[src/rtl/chest_buf_ctrl.sv]
// Channel-estimate buffer: collects one bank of NSC per-subcarrier estimates and
// pairs each received data sample with its stored estimate for the equalizer.
module chest_buf_ctrl #(
    parameter int DW  = 16,
    parameter int NSC = 12
) (
    input  logic            i_clk_eq,
    input  logic            i_rst,
    input  logic [DW-1:0]   i_est_re,
    input  logic [DW-1:0]   i_est_im,
    input  logic [3:0]      i_indx,
    input  logic [NSC-1:0]  i_est_done,
    input  logic [2:0]      i_symbol_num,
    input  logic            i_data_valid,
    input  logic [DW-1:0]   i_data_re,
    input  logic [DW-1:0]   i_data_im,
    output logic [DW-1:0]   o_h_re,
    output logic [DW-1:0]   o_h_im,
    output logic [DW-1:0]   o_y_re,
    output logic [DW-1:0]   o_y_im,
    output logic [3:0]      o_sc_idx,
    output logic            o_eq_valid,
    output logic            o_sym_done,
    output logic            o_est_ready,
    output logic            o_err
);

    typedef enum logic [1:0] {IDLE, FILL, READY} state_t;

    localparam logic [3:0]     SC_LAST    = 4'(NSC - 1);
    localparam logic [NSC-1:0] MASK_FIRST = NSC'(1);
    localparam logic [2:0]     PILOT_SYM  = 3'b100;

    state_t         state;
    logic [DW-1:0]  rf_re [NSC];
    logic [DW-1:0]  rf_im [NSC];
    logic [NSC-1:0] mask;
    logic [NSC-1:0] exp_strobe;
    logic [NSC-1:0] mask_nxt;
    logic [3:0]     sc_cnt;
    logic           wr_ok;
    logic           bad_strobe;
    logic           data_req;
    logic           rf_wr;

    // A strobe is accepted only if it equals the one-hot decode of i_indx;
    // an out-of-range index decodes to zero and can never match a non-zero strobe.
    always_comb begin
        exp_strobe = '0;
        for (int unsigned i = 0; i < NSC; i++) begin
            if (i_indx == 4'(i)) exp_strobe[i] = 1'b1;
        end
        wr_ok      = (i_est_done != '0) && (i_est_done == exp_strobe);
        bad_strobe = (i_est_done != '0) && !wr_ok;
        mask_nxt   = mask | exp_strobe;
        data_req   = i_data_valid && (i_symbol_num != PILOT_SYM);
        rf_wr      = wr_ok && !i_rst && !((state == IDLE) && (i_indx != 4'd0));
    end

    // Register file is intentionally left out of reset; the mask gates its use.
    always_ff @(posedge i_clk_eq) begin
        if (rf_wr) begin
            rf_re[i_indx] <= i_est_re;
            rf_im[i_indx] <= i_est_im;
        end
    end

    always_ff @(posedge i_clk_eq) begin
        if (i_rst) begin
            state       <= IDLE;
            mask        <= '0;
            sc_cnt      <= '0;
            o_h_re      <= '0;
            o_h_im      <= '0;
            o_y_re      <= '0;
            o_y_im      <= '0;
            o_sc_idx    <= '0;
            o_eq_valid  <= 1'b0;
            o_sym_done  <= 1'b0;
            o_est_ready <= 1'b0;
            o_err       <= 1'b0;
        end else begin
            o_eq_valid <= 1'b0;
            o_sym_done <= 1'b0;
            o_err      <= bad_strobe;

            // Read uses the pre-write entry even when a new bank starts this cycle.
            if (data_req) begin
                if (state == READY) begin
                    o_eq_valid <= 1'b1;
                    o_y_re     <= i_data_re;
                    o_y_im     <= i_data_im;
                    o_h_re     <= rf_re[sc_cnt];
                    o_h_im     <= rf_im[sc_cnt];
                    o_sc_idx   <= sc_cnt;
                    o_sym_done <= (sc_cnt == SC_LAST);
                    sc_cnt     <= (sc_cnt == SC_LAST) ? 4'd0 : sc_cnt + 4'd1;
                end else begin
                    o_err <= 1'b1;
                end
            end

            case (state)
                IDLE: begin
                    if (wr_ok) begin
                        if (i_indx == 4'd0) begin
                            state  <= FILL;
                            mask   <= MASK_FIRST;
                            sc_cnt <= '0;
                        end else begin
                            o_err <= 1'b1;
                        end
                    end
                end
                FILL: begin
                    if (wr_ok) begin
                        mask <= mask_nxt;
                        if (mask_nxt == '1) begin
                            state       <= READY;
                            o_est_ready <= 1'b1;
                        end
                    end
                end
                READY: begin
                    if (wr_ok) begin
                        if (i_indx == 4'd0) begin
                            state       <= FILL;
                            o_est_ready <= 1'b0;
                            mask        <= MASK_FIRST;
                            sc_cnt      <= '0;
                        end else begin
                            mask <= mask_nxt;
                        end
                    end
                end
                default: state <= IDLE;
            endcase
        end
    end

endmodule

[config.mk]
export PLATFORM = sky130hd
export DESIGN_NAME = chest_buf_ctrl
export DESIGN_NICKNAME = d
export VERILOG_FILES = /design/src/rtl/chest_buf_ctrl.sv
export SDC_FILE = /design/constraint.sdc
export NUM_CORES = 1
export LEC_CHECK = 0
export ABC_AREA = 1
export BUFFER_PORTS_ARGS = -buffer_cell sky130_fd_sc_hd__buf_2
export CAP_MARGIN = 20
export CORE_ASPECT_RATIO = 1.5
export CORE_UTILIZATION = 39
export DETAILED_ROUTE_END_ITERATION = 10
export HOLD_SLACK_MARGIN = 0.02
export PLACE_DENSITY = 0.62
export SLEW_MARGIN = 20
export SYNTH_ARGS = -nofsm -noshare
export SYNTH_HDL_FRONTEND = slang
export SYNTH_SLANG_ARGS = --single-unit
[constraint.sdc]
create_clock -name i_clk_eq -period 3.4 [get_ports i_clk_eq]
set_input_delay 0.17 -clock i_clk_eq [delete_from_list [all_inputs] [get_ports i_clk_eq]]
set_output_delay 0.17 -clock i_clk_eq [all_outputs]
set_load 0.1 [all_outputs]
==> results_dict.tcl <==
set metrics [dict create \
    status "complete, no violations" \
    hold_viol 0 \
    ir_drop_v 0.000372 \
    rrSetupSlack_ns 0.95 \
    grt_pass1_vias 13084 \
    grt_usage_pct 19.0 \
    grt_max_degree 196 \
    cts_tree "yes" \
    synth_area_leaders "edfxtp_1 (61%), dfxtp_1 (9.6%), o21ai_0 (7.2%), nor2_1 (6.5%), nand2_1 (3.6%)" \
    initial_utilization_pct 39.4 \
    holdWs_ns 0.0847 \
    synth_seq_cells 474 \
    grt_antenna_before_repair 0 \
    synthToLayoutAreaGrowth_pct 19.1 \
    clockBufferDepth 3 \
    num_io_pins 158 \
    r2r_cells 9 \
    critPathLaunchType "flop" \
    final_max_slew_viol_count 0 \
    seq_area_frac_synth_pct 70.9 \
    clkLatencyLatePin_ns 0.55 \
    syn-num-nets 1761 \
    hold_depth 3 \
    die_h_um 271 \
    highest_layer "met4" \
    syn_area_mm2 0.0188 \
    wl_um 47000 \
    synth_edf_count 384 \
    period_minus_slack_ns 2.45 \
    wl_met3_um 1640 \
    worstSetupEndpointType "flop" \
    cts.sinks 474 \
    portBuffers 157 \
    vias_per_cell 5.28 \
    hold_path_class "input port to flop" \
    fin_skew_ns 0.0122 \
    synth_top_flop_cell "edfxtp_1" \
    critPathKind "flop to flop" \
    setup_slack_ns 0.951 \
    timing.rr.end "sc_cnt[3]" \
    rsz0062_at_grt "no" \
    drc_errors 0 \
    root_buffer "clkbuf_16" \
    wl_per_cell_um 18.8 \
    ant_nets 0 \
    finalCritPeriodShare_pct 72.0 \
    p_leak_nw 8.08 \
    vias 13183 \
    ys_warn_count 0 \
    synth_common_cells "edfxtp_1 (384), nor2_1 (328), o21ai_0 (272)" \
    min_from "i_data_valid" \
    synthCells 1670 \
    dr_wl_met2_um 24800 \
    worst_slew_pin_slew_ns 0.954 \
    avgSynthCellArea_um2 11.3 \
    grt_first_pass_wirelength_um 72700 \
    nets 1954 \
    total_power_mw 14.3 \
    setup-violations-final 0 \
    cts_made_buffers 43 \
    drt_first_pass_iters 6 \
    drt-met1-wl_um 18700 \
    dp_hpwl_um 27600 \
    fp-row-count 98 \
    synthArstFlopShare_pct 0 \
    synth.top_cell.area_share_pct 61.3 \
    synth_most_common_cell "edfxtp_1" \
    crit_fanout 90 \
    ys_types 31 \
    core_area_mm2 0.0477 \
    worstPathRequired_ns 3.84 \
    postCtsSetupBuffers 0 \
    fp.dieArea_mm2 0.0491 \
    grt_overflow 0 \
    place.gp.congestion 0.906 \
    place_ws_ns 0.688 \
    nFillCells 4241 \
    clk_pin_slew_ns 0.06 \
    initialDrtViolationCount 765 \
    dieWidth_um 181 \
    cts-resized-gates 0 \
    antenna_cells 0 \
    timing.rr.start "state[0]" \
    htree_levels 2 \
    relSlewSlack_pct 36.4 \
    worst_ep_arrival_time_ns 2.88 \
    powerDensity_mw_per_mm2 636 \
    drv_cap 0 \
    hold_buffers 65 \
    hold_end "o_err" \
    synth_area_leader_cell "edfxtp_1" \
    fin_tns_setup_ns 0 \
    final_layout_size_suffix_gt1_share_pct 15.8 \
    fmax_mhz 408 \
]
report_power, final:
group	switching [mW]	internal [mW]
clock	2.07	2.66
sequential	0.110	6.45
combinational	2.28	0.687
cells in the final DEF, fill, tap and decap left out, types with 5 or more instances in the layout:
master           n
nand2_1        179
o221ai_1        12
nand4_1          6
edfxtp_1       384
dfxtp_1         87
clkbuf_1        10
ha_1             5
dlygate4sd3_1   65
inv_1           34
nor2_4          19
clkinv_2         6
nand3_1         48
clkbuf_16       46
o21ai_0        272
buf_2          157
nand2_2         16
a21oi_1         55
nor3_1           5
clkinv_1        11
o22ai_1         84
nor2_1         315
buf_4           20
inv_2            8
buf_12          10
o21ai_1         18
per-layer routing:
| metal | global-route usage, % | up-vias |
|---|---|---|
| li1 | - | 6327 |
| met1 | 21.8 | 6424 |
| met2 | 35.3 | 325 |
| met3 | 2.11 | 107 |
| met4 | 8.45 | 0 |
| met5 | 0 | - |
per-stage QoR:
| stage | util, % | std cells | area, µm² |
|---|---|---|---|
| global placement | 42.7 | 2353 | 20400 |
| detailed placement | 42.7 | 2353 | 20400 |
| CTS | 47.0 | 2495 | 22400 |
| finish | 47.0 | 2495 | 22400 |
| global route | 47.0 | 2495 | 22400 |
| floorplan | - | 1670 | 18800 |
cells by family (layout without fill, tap and decap cells):
logic type,count (synthesis),in the layout,share of synthesized area [%]
XOR/XNOR,2,2,0.0931
flip-flops,474,474,70.9
buffers and inverters,151,376,3.18
adder cells (fa/ha/maj),5,5,0.333
AND/OR/NAND/NOR,593,593,12.8
AO/OA/AOI/OAI,445,445,12.7
worst max path at each step:
| stage | from | end | slack (ns) | cells past startpoint |
|---|---|---|---|---|
| finish | state[0] | sc_cnt[3] | 0.95 | 9 |
| global route | state[0] | sc_cnt[3] | 0.72 | 9 |
| CTS | state[0] | sc_cnt[3] | 0.96 | 9 |
| detailed placement | i_indx[1] | rf_re[8][14] | 0.69 | 14 |
| global placement | i_indx[1] | rf_re[8][1] | 0.69 | 14 |
| floorplan | i_indx[1] | rf_im[10][0] | 0.33 | 12 |
area by class of cell:
class / instances / area, µm² / area share, %
flip-flops and latches: 474 / 13300 / 59.5
multi-input cells: 1045 / 4980 / 22.2
repair buffers: 252 / 1790 / 7.97
clock buffers: 57 / 1200 / 5.37
well taps: 600 / 751 / 3.35
inverters: 47 / 180 / 0.804
clock inverters: 20 / 170 / 0.759
critical path, cell delays in order, from the launching register on:
cell	delay (ns)
dfxtp_1	0.34
inv_1	0.09
ha_1	0.20
inv_1	0.12
nor2_4	0.13
buf_4	0.68
nand2_1	0.23
nor3_1	0.24
xor2_1	0.16
nor2_1	0.07
flip-flops by register name, summed over array words and instances, names as in the netlist:
| signal | flops |
|---|---|
| rf_im | 192 |
| rf_re | 192 |
| o_h_im | 16 |
| o_h_re | 16 |
| o_y_im | 16 |
| o_y_re | 16 |
| mask | 12 |
| o_sc_idx | 4 |
| sc_cnt | 4 |
| state | 2 |
| o_eq_valid | 1 |
| o_err | 1 |
| o_est_ready | 1 |
| o_sym_done | 1 |
Power figures use the tool's default switching activity.
